[config.mk]
export PLATFORM = sky130hd
export DESIGN_NAME = hazard_fwd_unit_flat
export DESIGN_NICKNAME = d
export VERILOG_FILES = /design/src/rtl/hazard_fwd_if.sv /design/src/rtl/hazard_fwd_unit.sv /design/src/flat_wrapper.sv
export SDC_FILE = /design/constraint.sdc
export NUM_CORES = 1
export LEC_CHECK = 0
export CAP_MARGIN = 20
export CORE_UTILIZATION = 25
export CTS_BUF_LIST = sky130_fd_sc_hd__clkbuf_16
export CTS_CLUSTER_DIAMETER = 50
export DETAILED_ROUTE_END_ITERATION = 12
export PLACE_DENSITY = 0.61
export SLEW_MARGIN = 15
export SYNTH_ARGS = -nofsm -noshare
export SYNTH_HDL_FRONTEND = slang
export SYNTH_SLANG_ARGS = --single-unit
export TNS_END_PERCENT = 10
[constraint.sdc]
create_clock -name clk -period 2.5 [get_ports clk]
set_input_delay 0.5 -clock clk [delete_from_list [all_inputs] [get_ports clk]]
set_output_delay 0.5 -clock clk [all_outputs]
set_load 0.03 [all_outputs]
[src/rtl/hazard_fwd_if.sv]
// Signal bundle between the pipeline control path and the hazard/forwarding unit.
// The pipeline side uses the master modport; the hazard unit uses the slave modport.
interface hazard_fwd_if #(
    parameter int CNT_W = 16
);
    logic             L_EX;
    logic             RF_LE_EX;
    logic [4:0]       RD_EX;
    logic             RF_LE_MEM;
    logic [4:0]       RD_MEM;
    logic             RF_LE_WB;
    logic [4:0]       RD_WB;
    logic [4:0]       RA_ID;
    logic [4:0]       RB_ID;
    logic [4:0]       RC_ID;
    logic             CC_WE_EX;
    logic             USE_CC_ID;
    logic             kill_D;
    logic             cnt_clr;

    logic             stall_F;
    logic             stall_D;
    logic             flush_E;
    logic [1:0]       fwd_A;
    logic [1:0]       fwd_B;
    logic [1:0]       fwd_C;
    logic             cc_fwd;
    logic             ld_wait;
    logic [CNT_W-1:0] stall_cnt;

    modport master (
        output L_EX, RF_LE_EX, RD_EX, RF_LE_MEM, RD_MEM, RF_LE_WB, RD_WB,
               RA_ID, RB_ID, RC_ID, CC_WE_EX, USE_CC_ID, kill_D, cnt_clr,
        input  stall_F, stall_D, flush_E, fwd_A, fwd_B, fwd_C, cc_fwd,
               ld_wait, stall_cnt
    );

    modport slave (
        input  L_EX, RF_LE_EX, RD_EX, RF_LE_MEM, RD_MEM, RF_LE_WB, RD_WB,
               RA_ID, RB_ID, RC_ID, CC_WE_EX, USE_CC_ID, kill_D, cnt_clr,
        output stall_F, stall_D, flush_E, fwd_A, fwd_B, fwd_C, cc_fwd,
               ld_wait, stall_cnt
    );
endinterface

[src/rtl/hazard_fwd_unit.sv]
// Hazard unit for the 5-stage pipeline: multi-cycle load-use stall FSM, CC hazard
// stall-or-forward, ID operand forwarding selects and a saturating stall counter.
module hazard_fwd_unit #(
    parameter int LOAD_LAT = 1,
    parameter int CC_FWD   = 0,
    parameter int CNT_W    = 16
) (
    input  logic           clk,
    input  logic           rst_n,
    hazard_fwd_if.slave    bus
);
    typedef enum logic {
        IDLE    = 1'b0,
        LD_WAIT = 1'b1
    } state_e;

    localparam logic [2:0] WAIT_INIT = 3'(LOAD_LAT - 1);

    state_e           state_q, state_d;
    logic [2:0]       wcnt_q, wcnt_d;
    logic [CNT_W-1:0] cnt_q, cnt_d;

    logic lu;
    logic cch;
    logic stall;
    logic cc_fwd_o;

    // Forward source priority: youngest producer wins; a load in EX has no data yet.
    function automatic logic [1:0] fwd_sel(
        input logic [4:0] r,
        input logic       ex_ok,
        input logic [4:0] rd_ex,
        input logic       mem_ok,
        input logic [4:0] rd_mem,
        input logic       wb_ok,
        input logic [4:0] rd_wb
    );
        logic [1:0] sel;
        sel = 2'd0;
        if (r != 5'd0) begin
            if (ex_ok && (rd_ex == r))        sel = 2'd1;
            else if (mem_ok && (rd_mem == r)) sel = 2'd2;
            else if (wb_ok && (rd_wb == r))   sel = 2'd3;
        end
        return sel;
    endfunction

    assign lu = bus.L_EX && bus.RF_LE_EX && (bus.RD_EX != 5'd0) &&
                ((bus.RD_EX == bus.RA_ID) || (bus.RD_EX == bus.RB_ID) ||
                 (bus.RD_EX == bus.RC_ID));

    assign cch = bus.CC_WE_EX && bus.USE_CC_ID;

    always_comb begin
        state_d  = state_q;
        wcnt_d   = wcnt_q;
        stall    = 1'b0;
        cc_fwd_o = 1'b0;
        case (state_q)
            IDLE: begin
                if (lu && !bus.kill_D) begin
                    stall = 1'b1;
                    if (LOAD_LAT > 1) begin
                        state_d = LD_WAIT;
                        wcnt_d  = WAIT_INIT;
                    end
                end else if (cch && (CC_FWD == 0) && !bus.kill_D) begin
                    stall = 1'b1;
                end else if (cch && (CC_FWD != 0)) begin
                    cc_fwd_o = 1'b1;
                end
            end
            LD_WAIT: begin
                // A taken branch annuls the stalled instruction, so the wait is abandoned.
                if (bus.kill_D) begin
                    state_d = IDLE;
                    wcnt_d  = 3'd0;
                end else begin
                    stall  = 1'b1;
                    wcnt_d = wcnt_q - 3'd1;
                    if (wcnt_q == 3'd1) begin
                        state_d = IDLE;
                    end
                end
            end
            default: begin
                state_d = IDLE;
                wcnt_d  = 3'd0;
            end
        endcase
    end

    always_comb begin
        cnt_d = cnt_q;
        if (bus.cnt_clr) begin
            cnt_d = '0;
        end else if (stall && !(&cnt_q)) begin
            cnt_d = cnt_q + {{(CNT_W-1){1'b0}}, 1'b1};
        end
    end

    always_ff @(posedge clk) begin
        if (!rst_n) begin
            state_q <= IDLE;
            wcnt_q  <= 3'd0;
            cnt_q   <= '0;
        end else begin
            state_q <= state_d;
            wcnt_q  <= wcnt_d;
            cnt_q   <= cnt_d;
        end
    end

    assign bus.stall_F   = stall;
    assign bus.stall_D   = stall;
    assign bus.flush_E   = stall;
    assign bus.cc_fwd    = cc_fwd_o;
    assign bus.ld_wait   = (state_q == LD_WAIT);
    assign bus.stall_cnt = cnt_q;

    assign bus.fwd_A = fwd_sel(bus.RA_ID, bus.RF_LE_EX && !bus.L_EX, bus.RD_EX,
                               bus.RF_LE_MEM, bus.RD_MEM, bus.RF_LE_WB, bus.RD_WB);
    assign bus.fwd_B = fwd_sel(bus.RB_ID, bus.RF_LE_EX && !bus.L_EX, bus.RD_EX,
                               bus.RF_LE_MEM, bus.RD_MEM, bus.RF_LE_WB, bus.RD_WB);
    assign bus.fwd_C = fwd_sel(bus.RC_ID, bus.RF_LE_EX && !bus.L_EX, bus.RD_EX,
                               bus.RF_LE_MEM, bus.RD_MEM, bus.RF_LE_WB, bus.RD_WB);
endmodule

[src/flat_wrapper.sv]
// flat-port wrapper written by rule: the top's interface ports become plain ports
module hazard_fwd_unit_flat 
#(
    parameter int LOAD_LAT = 1,
    parameter int CC_FWD   = 0,
    parameter int CNT_W    = 16
)
  (clk, rst_n, bus_L_EX, bus_RF_LE_EX, bus_RD_EX, bus_RF_LE_MEM, bus_RD_MEM, bus_RF_LE_WB, bus_RD_WB, bus_RA_ID, bus_RB_ID, bus_RC_ID, bus_CC_WE_EX, bus_USE_CC_ID, bus_kill_D, bus_cnt_clr, bus_stall_F, bus_stall_D, bus_flush_E, bus_fwd_A, bus_fwd_B, bus_fwd_C, bus_cc_fwd, bus_ld_wait, bus_stall_cnt);
  hazard_fwd_if #(.CNT_W(CNT_W)) bus_i ();
  input  logic clk;
  input  logic rst_n;
  input wire logic [$bits(bus_i.L_EX)-1:0] bus_L_EX;
  input wire logic [$bits(bus_i.RF_LE_EX)-1:0] bus_RF_LE_EX;
  input wire logic [$bits(bus_i.RD_EX)-1:0] bus_RD_EX;
  input wire logic [$bits(bus_i.RF_LE_MEM)-1:0] bus_RF_LE_MEM;
  input wire logic [$bits(bus_i.RD_MEM)-1:0] bus_RD_MEM;
  input wire logic [$bits(bus_i.RF_LE_WB)-1:0] bus_RF_LE_WB;
  input wire logic [$bits(bus_i.RD_WB)-1:0] bus_RD_WB;
  input wire logic [$bits(bus_i.RA_ID)-1:0] bus_RA_ID;
  input wire logic [$bits(bus_i.RB_ID)-1:0] bus_RB_ID;
  input wire logic [$bits(bus_i.RC_ID)-1:0] bus_RC_ID;
  input wire logic [$bits(bus_i.CC_WE_EX)-1:0] bus_CC_WE_EX;
  input wire logic [$bits(bus_i.USE_CC_ID)-1:0] bus_USE_CC_ID;
  input wire logic [$bits(bus_i.kill_D)-1:0] bus_kill_D;
  input wire logic [$bits(bus_i.cnt_clr)-1:0] bus_cnt_clr;
  output wire logic [$bits(bus_i.stall_F)-1:0] bus_stall_F;
  output wire logic [$bits(bus_i.stall_D)-1:0] bus_stall_D;
  output wire logic [$bits(bus_i.flush_E)-1:0] bus_flush_E;
  output wire logic [$bits(bus_i.fwd_A)-1:0] bus_fwd_A;
  output wire logic [$bits(bus_i.fwd_B)-1:0] bus_fwd_B;
  output wire logic [$bits(bus_i.fwd_C)-1:0] bus_fwd_C;
  output wire logic [$bits(bus_i.cc_fwd)-1:0] bus_cc_fwd;
  output wire logic [$bits(bus_i.ld_wait)-1:0] bus_ld_wait;
  output wire logic [$bits(bus_i.stall_cnt)-1:0] bus_stall_cnt;
  assign bus_i.L_EX = bus_L_EX;
  assign bus_i.RF_LE_EX = bus_RF_LE_EX;
  assign bus_i.RD_EX = bus_RD_EX;
  assign bus_i.RF_LE_MEM = bus_RF_LE_MEM;
  assign bus_i.RD_MEM = bus_RD_MEM;
  assign bus_i.RF_LE_WB = bus_RF_LE_WB;
  assign bus_i.RD_WB = bus_RD_WB;
  assign bus_i.RA_ID = bus_RA_ID;
  assign bus_i.RB_ID = bus_RB_ID;
  assign bus_i.RC_ID = bus_RC_ID;
  assign bus_i.CC_WE_EX = bus_CC_WE_EX;
  assign bus_i.USE_CC_ID = bus_USE_CC_ID;
  assign bus_i.kill_D = bus_kill_D;
  assign bus_i.cnt_clr = bus_cnt_clr;
  assign bus_stall_F = bus_i.stall_F;
  assign bus_stall_D = bus_i.stall_D;
  assign bus_flush_E = bus_i.flush_E;
  assign bus_fwd_A = bus_i.fwd_A;
  assign bus_fwd_B = bus_i.fwd_B;
  assign bus_fwd_C = bus_i.fwd_C;
  assign bus_cc_fwd = bus_i.cc_fwd;
  assign bus_ld_wait = bus_i.ld_wait;
  assign bus_stall_cnt = bus_i.stall_cnt;
  hazard_fwd_unit #(.LOAD_LAT(LOAD_LAT), .CC_FWD(CC_FWD), .CNT_W(CNT_W)) u_core (.clk(clk), .rst_n(rst_n), .bus(bus_i));
endmodule
==> impl_metrics.json, run 1 <==
{
  "p_leak_nw": 1.07,
  "endpoint_kind": "primary output",
  "whs_endpoint": "u_core.bus.ld_wait",
  "critPathArrivalTime_ns": 1.96,
  "maxCapViolations": 0,
  "grt_max_degree": 15,
  "yosysTopAreaCell": "dfxtp_1",
  "whs_ns": 0.463,
  "hp-class": "flop to flop",
  "status": "completed",
  "drc": 0,
  "start_util_pct": 26.4,
  "maxSlewHeadroom_pct": 65.3,
  "path_class": "primary input to primary output",
  "vias": 1957,
  "hold_violations": 0,
  "cts_max_level": 1,
  "firstDrtPassIters": 6,
  "placed_area_sq_um": 2700,
  "clock_skew_ns": 0.00495,
  "r2r-start": "u_core.bus.ld_wait",
  "final.period_utilization_pct": 98.3,
  "first_global_vias": 1859,
  "pre_cts_slack_ns": -0.409,
  "cts_hold_buf": 0,
  "vias_per_cell": 4.92,
  "wirelength_microns": 5560,
  "routabilityCongestion": 0.893,
  "numCtsBuffers": 3,
  "drive_above_1_share_pct": 26.2,
  "n_antenna_cell": 0,
  "fin_ws_ns": 0.0416,
  "dp.cells": 393,
  "rows": 29,
  "avgSynthCellArea_sq_um": 7.72,
  "initialDrtViolationCount": 57,
  "io_buffers": 65,
  "die_y_microns": 84.8,
  "worst_slew_pin_slew_ns": 0.516,
  "synth_area_leaders": "dfxtp_1 23%, xor2_1 17%, or4_1 6.1%",
  "overflow": 0,
  "fin_nets": 365,
  "fp.dieW_microns": 84.8,
  "hold_start": "u_core.wcnt_q[2]",
  "synthFlopType": "dfxtp_1",
  "clock.fmax_mhz": 407,
  "clock-sinks": 20,
  "detail-route-antenna-nets": 0,
  "rrSetupSlack_ns": 0.41,
  "grtUsageTotal_pct": 15.7,
  "cts_tree": "done",
  "worstSkewPairLatency_ns": 0.25,
  "die_area_sq_um": 7190,
  "ys_warn_count": 0,
  "period_needed_ns": 2.46,
  "yosysMostFrequentCell": "xor2_1",
  "clk_pin_slew_worst_paths_ns": 0.05,
  "critPathLaunchType": "primary input",
  "rsz0062_at_grt": "no",
  "path_max_fanout": 3,
  "grt_pass1_wl_microns": 8920,
  "yosys.area.top_type_share_pct": 23.4,
  "ys_seq_elements": 20,
  "synth_common_cells": "33 x xor2_1, 20 x dfxtp_1, 18 x a21oi_1",
  "p_per_area_nw_per_um2": 334,
  "setup_viol_count_final": 0,
  "irDropWorstVdd_v": 0.000256,
  "synth_edf_count": 0,
  "instances_no_fill": 398,
  "worstPathRequired_ns": 2.00,
  "holdPathStages": 2,
  "power_mw": 0.935,
  "clockBufferDepth": 2,
  "async_flop_share_pct": 0,
  "ios": 67,
  "syn_inst": 222,
  "cts-root-buf": "clkbuf_16",
  "syn_area_sq_um": 1710,
  "syn2layout_area_growth_pct": 63.4,
  "place_hpwl_microns": 4700,
  "ys_seq_area_share_pct": 23.4,
  "worstReg2RegEnd": "u_core.bus.stall_cnt[5]",
  "drv_slew": 0,
  "design_area_sq_um": 2800,
  "core_sq_um": 6490,
  "synth_fp_nets": 265,
  "rr_worst_depth": 6,
  "antenna_found_initial": 0,
  "yosysUniqueCellTypes": 33,
  "post_drt_wl_per_cell_microns": 14.0
}
cell usage in the layout (no fill, tap or decap), drive strengths merged, types with 2 or more instances in the layout:
cell / count
a21oi: 19
and3: 5
and4: 2
buf: 48
clkbuf: 13
clkdlybuf4s15: 8
clkdlybuf4s50: 26
dfxtp: 20
dlygate4sd2: 10
dlymetal6s2s: 2
ha: 3
inv: 4
mux2i: 2
nand2: 9
nand2b: 2
nand3: 14
nand4: 6
nor2: 14
nor2b: 7
nor3: 7
nor4: 7
o211ai: 5
o21ai: 9
o31ai: 5
or3: 9
or4: 14
xnor2: 12
xor2: 33
worst max-delay path, cell delays in order:
cell and delay (ns):
clkdlybuf4s15_1 0.24, xor2_1 0.21, nor4_2 0.30, nand3_1 0.16, nor2b_2 0.18, nor3_2 0.17, buf_4 0.19
what timing repair did:
| action | CTS | global route |
|---|---|---|
| setup endpoints to repair | 9 | 9 |
| gates resized for setup | 51 | 27 |
| buffers inserted | 2 | 0 |
| pin swaps | 14 | 11 |
where the power goes:
group	internal, mW	total [mW]	switching (mW)
Sequential	0.319	0.320	0.000452
Clock	0.213	0.331	0.118
Combinational	0.143	0.284	0.142
logic make-up after synthesis:
kind of cell	share of synthesized area, %
AOI/OAI and AO/OA	13.5
other	0.219
DFF	23.4
xor gates and xnor gates	23.0
adders and majority gates	2.19
muxes	1.17
and+or+nand+nor	32.9
buffers and inverters	3.65
registers in the layout (all words and copies together), names as in the netlist:
signal and cells:
u_core.bus.stall_cnt 16, u_core.bus.ld_wait 1, u_core.wcnt_q 3
area by class of cell:
type	count	area (sq um)
well taps	77	96.3
clock buffers	3	75.1
multi-input cells	189	1330
inverters	4	15.0
repair buffers	104	885
fillers	656	3690
clock inverters	1	3.75
flip-flops and latches	20	400
per-stage QoR:
step / setup TNS (ns) / utilization, %
4_1_cts: 0 / 43.2
5_1_grt: 0 / 43.1
3_3_place_gp: -4.95 / 41.5
3_5_place_dp: -4.77 / 41.5
6_report: 0 / 43.1
2_1_floorplan: 0 / -
worst max-delay path by stage:
stage                       start            to  slack (ns)
floorplan            bus_RD_EX[3]   bus_stall_D        0.03
global placement    bus_RD_MEM[3]  bus_fwd_A[1]       -0.35
detailed placement  bus_RD_MEM[3]  bus_fwd_A[1]       -0.41
CTS                  bus_RD_WB[0]  bus_fwd_B[1]       0.001
global route         bus_RC_ID[3]  bus_fwd_C[1]       0.003
finish               bus_RA_ID[0]  bus_fwd_A[1]        0.04
routing by layer:
metal | global-route usage, % | vias up | wire length (microns)
li1 | - | 1010 | -
met1 | 19.9 | 905 | 2520
met2 | 27.9 | 36 | 2800
met3 | 2.36 | 6 | 172
met4 | 3.54 | 0 | 76
met5 | 0 | - | 0
No activity file was read; power rests on OpenSTA's default activity.
==> run 2: changes to the inputs <==
--- a/config.mk
+++ b/config.mk
@@ -10,7 +10,7 @@
 export CTS_BUF_LIST = sky130_fd_sc_hd__clkbuf_16
 export CTS_CLUSTER_DIAMETER = 50
 export DETAILED_ROUTE_END_ITERATION = 12
-export PLACE_DENSITY = 0.61
+export PLACE_DENSITY_LB_ADDON = 0.08
 export SLEW_MARGIN = 15
 export SYNTH_ARGS = -nofsm -noshare
 export SYNTH_HDL_FRONTEND = slang
==> impl_metrics.json, run 2 (synthesized netlist as in run 1, its figures left out) <==
{
  "start_util_pct": 26.4,
  "worst_slew_pin_slew_ns": 0.503,
  "drv_slew": 0,
  "first_global_vias": 1890,
  "design_area_sq_um": 2790,
  "hold_violations": 0,
  "place_hpwl_microns": 4590,
  "cts-root-buf": "clkbuf_16",
  "status": "finished with violations",
  "fin_ws_ns": 0.0634,
  "p_int_mw": 0.667,
  "drive_above_1_share_pct": 22.3,
  "critPathLaunchType": "primary input",
  "clockBufferDepth": 2,
  "antenna_found_initial": 0,
  "p_seq_share_pct": 34.6,
  "violations": "design-rule violations",
  "post_drt_wl_per_cell_microns": 14.4,
  "cts_hold_buf": 0,
  "clock_skew_ns": 0.00102,
  "instances_no_fill": 391,
  "worstPathRequired_ns": 2.00,
  "p_per_area_nw_per_um2": 331,
  "clock-sinks": 20,
  "initialDrtViolationCount": 84,
  "p_leak_nw": 1.09,
  "vias_per_cell": 4.90,
  "p_clk_share_pct": 35.7,
  "cts_tree": "done",
  "p_switching_mw": 0.258,
  "setup_viol_count_final": 0,
  "die_y_microns": 84.8,
  "dp.cells": 388,
  "die_area_sq_um": 7190,
  "n_fill_cell": 669,
  "crit_buf_inv": 3,
  "endpoint_kind": "primary output",
  "clk_pin_slew_worst_paths_ns": 0.05,
  "fp.dieW_microns": 84.8,
  "wirelength_microns": 5620,
  "clock.fmax_mhz": 410,
  "final_util_pct": 43.0,
  "numCtsBuffers": 3,
  "regArea_sq_um": 400,
  "ios": 67,
  "path_cells": "dlygate4sd2_1 -> buf_4 -> xor2_1 -> nor4_1 -> and3_1 -> nor2b_4 -> nor3_2 -> buf_4",
  "fin_nets": 359,
  "detail-route-antenna-nets": 0,
  "grtUsageTotal_pct": 16.7,
  "critPathArrivalTime_ns": 1.94,
  "setup_tns_ns": 0,
  "largest_reg_flops": 16,
  "final_cell_mix": "39 x buf_4, 33 x xor2_1, 28 x clkdlybuf4s50_1",
  "whs_ns": 0.464,
  "io_buffers": 65,
  "irDropWorstVdd_v": 0.000205,
  "grt_max_degree": 18,
  "cpMaxStageDelayCell": "dlygate4sd2_1",
  "hp-class": "flop to flop",
  "final.period_utilization_pct": 97.5,
  "firstDrtPassIters": 8,
  "critPathMaxStageDelay_ns": 0.28,
  "maxCapViolations": 0,
  "routabilityCongestion": 0.805,
  "placed_area_sq_um": 2650,
  "period_needed_ns": 2.44,
  "rsz0062_at_grt": "yes",
  "path_max_fanout": 3,
  "drc": 7,
  "maxSlewHeadroom_pct": 66.2,
  "rows": 29,
  "rrSetupSlack_ns": 0.44,
  "overflow": 0,
  "final_common_cell": "buf_4",
  "path_class": "primary input to primary output",
  "vias": 1917,
  "multiInputGateArea_sq_um": 1350,
  "grt_pass1_wl_microns": 9580,
  "path_common_cell": "buf_4",
  "syn2layout_area_growth_pct": 62.8,
  "n_antenna_cell": 0,
  "core_sq_um": 6490,
  "worstSkewPairLatency_ns": 0.25,
  "combPwrFrac_pct": 29.7,
  "power_mw": 0.925,
  "switching_share_pct": 27.9,
  "pre_cts_slack_ns": -0.324,
  "critPathTopFamily": "simple AND/OR/NAND/NOR gates",
  "cts_max_level": 1
}
## run 2: changes by cell type in the layout (fill, tap and decap cells not counted), sizes merged
cell / delta
buf: -6
clkbuf: -7
clkdlybuf4s15: -6
clkdlybuf4s50: +2
clkinv: -1
dlygate4sd2: +10
dlymetal6s2s: +1
## run 2: tightest hold or removal path, cell delays in order, from the launching register on
cell     delay, ns
dfxtp_1       0.32
inv_1         0.05
a21oi_1       0.05
## run 2: power groups by stage
stage | Combinational (mW) | Clock (mW) | Sequential (mW)
global placement | 0.273 | 0 | 0.327
detailed placement | 0.272 | 0 | 0.326
floorplan | 0.111 | 0 | 0.327
global route | 0.298 | 0.349 | 0.319
CTS | 0.268 | 0.341 | 0.319
finish | 0.275 | 0.330 | 0.320
## run 2: worst paths after layout
check | depth (start not counted) | start | end
setup / recovery | 8 | bus_RD_WB[2] | bus_fwd_B[1]
setup reg to reg | 6 | u_core.bus.ld_wait | u_core.bus.stall_cnt[5]
hold / removal | 2 | u_core.wcnt_q[2] | u_core.bus.ld_wait
hold reg to reg | 2 | u_core.wcnt_q[2] | u_core.bus.ld_wait
## run 2: area by class of cell
class,count,area share [%]
Timing Repair Buffer,98,30.7
Inverter,4,0.538
Sequential cell,20,14.3
Multi-Input combinational cell,189,48.3
Tap cell,77,3.45
Clock buffer,3,2.69
## run 2: repair_timing
action                                  in CTS  in global routing
buffers inserted                             1                  0
endpoints found under the setup margin      11                 10
gates resized for setup                     41                 20
pin swaps                                   12                 10
## run 2: layer usage
layer  global-route usage, %  share of wire, %  vias to the layer above
met3                    2.85               3.8                        2
li1                        -                 -                      997
met4                    3.70              0.57                        0
met5                       0                 0                        -
met1                    22.9                50                      876
met2                    27.3                45                       42
==> run 3: changes to the inputs <==
--- a/config.mk
+++ b/config.mk
@@ -5,12 +5,13 @@
 export SDC_FILE = /design/constraint.sdc
 export NUM_CORES = 1
 export LEC_CHECK = 0
-export CAP_MARGIN = 20
 export CORE_UTILIZATION = 25
 export CTS_BUF_LIST = sky130_fd_sc_hd__clkbuf_16
 export CTS_CLUSTER_DIAMETER = 50
 export DETAILED_ROUTE_END_ITERATION = 12
 export PLACE_DENSITY_LB_ADDON = 0.08
+export SETUP_SLACK_MARGIN = 0.2
+export SKIP_LAST_GASP = 1
 export SLEW_MARGIN = 15
 export SYNTH_ARGS = -nofsm -noshare
 export SYNTH_HDL_FRONTEND = slang
==> impl_metrics.json, run 3 (synthesized netlist as in run 1, its figures left out) <==
{
  "grt_pass1_wl_microns": 9170,
  "grtUsageMet2_pct": 31.3,
  "grt_max_degree": 25,
  "grt_use_met3_pct": 1.87,
  "p_switching_mw": 0.270,
  "dp.cells": 390,
  "drc": 3,
  "clockBufferDepth": 2,
  "cts_max_level": 1,
  "grtUsageTotal_pct": 16.1,
  "fp.dieW_microns": 84.8,
  "post_drt_wl_per_cell_microns": 14.1,
  "maxCapViolations": 0,
  "final_cell_mix": "40 x buf_4, 32 x xor2_1, 25 x clkdlybuf4s50_1",
  "cts-root-buf": "clkbuf_16",
  "detail-route-antenna-nets": 0,
  "numCtsBuffers": 3,
  "syn2layout_area_growth_pct": 64.3,
  "p_leak_nw": 1.07,
  "largest_reg_flops": 16,
  "initialDrtViolationCount": 58,
  "busiest_layer": "met2",
  "vias": 1970,
  "die_y_microns": 84.8,
  "cts_tree": "done",
  "start_util_pct": 26.4,
  "die_area_sq_um": 7190,
  "endpoint_kind": "primary output",
  "p_clk_share_pct": 35.7,
  "setup_tns_ns": 0,
  "path_max_fanout": 2,
  "final.period_utilization_pct": 91.9,
  "irDropWorstVdd_v": 0.000179,
  "path_class": "primary input to primary output",
  "rsz0062_at_grt": "yes",
  "n_antenna_cell": 0,
  "vias_per_cell": 4.96,
  "final_common_cell": "buf_4",
  "instances_no_fill": 397,
  "firstDrtPassIters": 8,
  "violations": "design-rule violations",
  "core_sq_um": 6490,
  "switching_share_pct": 28.4,
  "worstPathRequired_ns": 2.00,
  "p_int_mw": 0.680,
  "hp-class": "flop to flop",
  "period_needed_ns": 2.30,
  "cts_hold_buf": 0,
  "ios": 67,
  "wirelength_microns": 5600,
  "io_buffers": 65,
  "hold_violations": 0,
  "clock_skew_ns": 0.00147,
  "routabilityCongestion": 0.810,
  "critPathLaunchType": "primary input",
  "antenna_found_initial": 0,
  "clock.fmax_mhz": 435,
  "worstSkewPairLatency_ns": 0.25,
  "fin_nets": 364,
  "first_global_vias": 1913,
  "clk_pin_slew_worst_paths_ns": 0.06,
  "met1_usage_pct": 18.5,
  "status": "finished with violations",
  "rows": 29,
  "clock-sinks": 20,
  "drive_above_1_share_pct": 30.3,
  "drv_slew": 0,
  "combPwrFrac_pct": 30.7,
  "power_mw": 0.950,
  "p_per_area_nw_per_um2": 337,
  "critPathArrivalTime_ns": 1.80,
  "p_seq_share_pct": 33.6,
  "place_hpwl_microns": 4540,
  "overflow": 0,
  "setup_viol_count_final": 0
}
==> run 3: worst max-delay path, cell delays in order <==
cell,delay (ns)
buf_6,0.10
buf_6,0.11
buf_6,0.11
xor2_2,0.14
nor4_2,0.25
and3_1,0.22
nor2b_1,0.05
nor3_1,0.13
buf_4,0.19
==> run 3: worst paths after layout <==
kind	start	to	slack, ns	cells past startpoint
setup / recovery	bus_RB_ID[1]	bus_fwd_B[1]	0.20	9
hold / removal	u_core.wcnt_q[2]	u_core.bus.ld_wait	0.46	2
setup reg to reg	u_core.bus.ld_wait	u_core.bus.stall_cnt[5]	0.42	6
hold reg to reg	u_core.wcnt_q[2]	u_core.bus.ld_wait	0.46	2
==> run 3: per-stage QoR <==
| stage | setup slack [ns] | utilization, % | hold slack, ns | cell area, sq um |
|---|---|---|---|---|
| floorplan | 0.138 | - | 0.435 | 1740 |
| global placement | -0.250 | 41.2 | 0.453 | 2670 |
| detailed placement | -0.251 | 41.2 | 0.455 | 2670 |
| CTS | 0.197 | 42.6 | 0.464 | 2760 |
| global route | 0.0677 | 43.4 | 0.482 | 2820 |
| finish | 0.204 | 43.4 | 0.461 | 2820 |
==> run 3: metal layers <==
layer	vias to the layer above	routed length, microns
li1	1008	-
met1	908	2420
met2	49	2970
met3	5	156
met4	0	58
met5	-	0
==> run 3: cell type report <==
cell class | instances | area [sq um]
Clock inverter | 1 | 3.75
Tap cell | 77 | 96.3
Fill cell | 668 | 3680
Inverter | 4 | 15.0
Sequential cell | 20 | 400
Clock buffer | 3 | 75.1
Timing Repair Buffer | 103 | 878
Multi-Input combinational cell | 189 | 1350
==> run 3: power by group through the flow <==
stage	combinational [mW]	sequential (mW)	clock [mW]
6_report	0.291	0.319	0.339
5_1_grt	0.314	0.319	0.359
4_1_cts	0.283	0.319	0.346
3_5_place_dp	0.281	0.326	0
3_3_place_gp	0.281	0.326	0
2_1_floorplan	0.117	0.327	0
==> run 3: what timing repair did <==
action	4_1_cts	5_1_grt
endpoints found under the setup margin	25	14
setup buffers	3	0
gates cloned	0	0
resized for setup	129	10
pin swaps	24	3
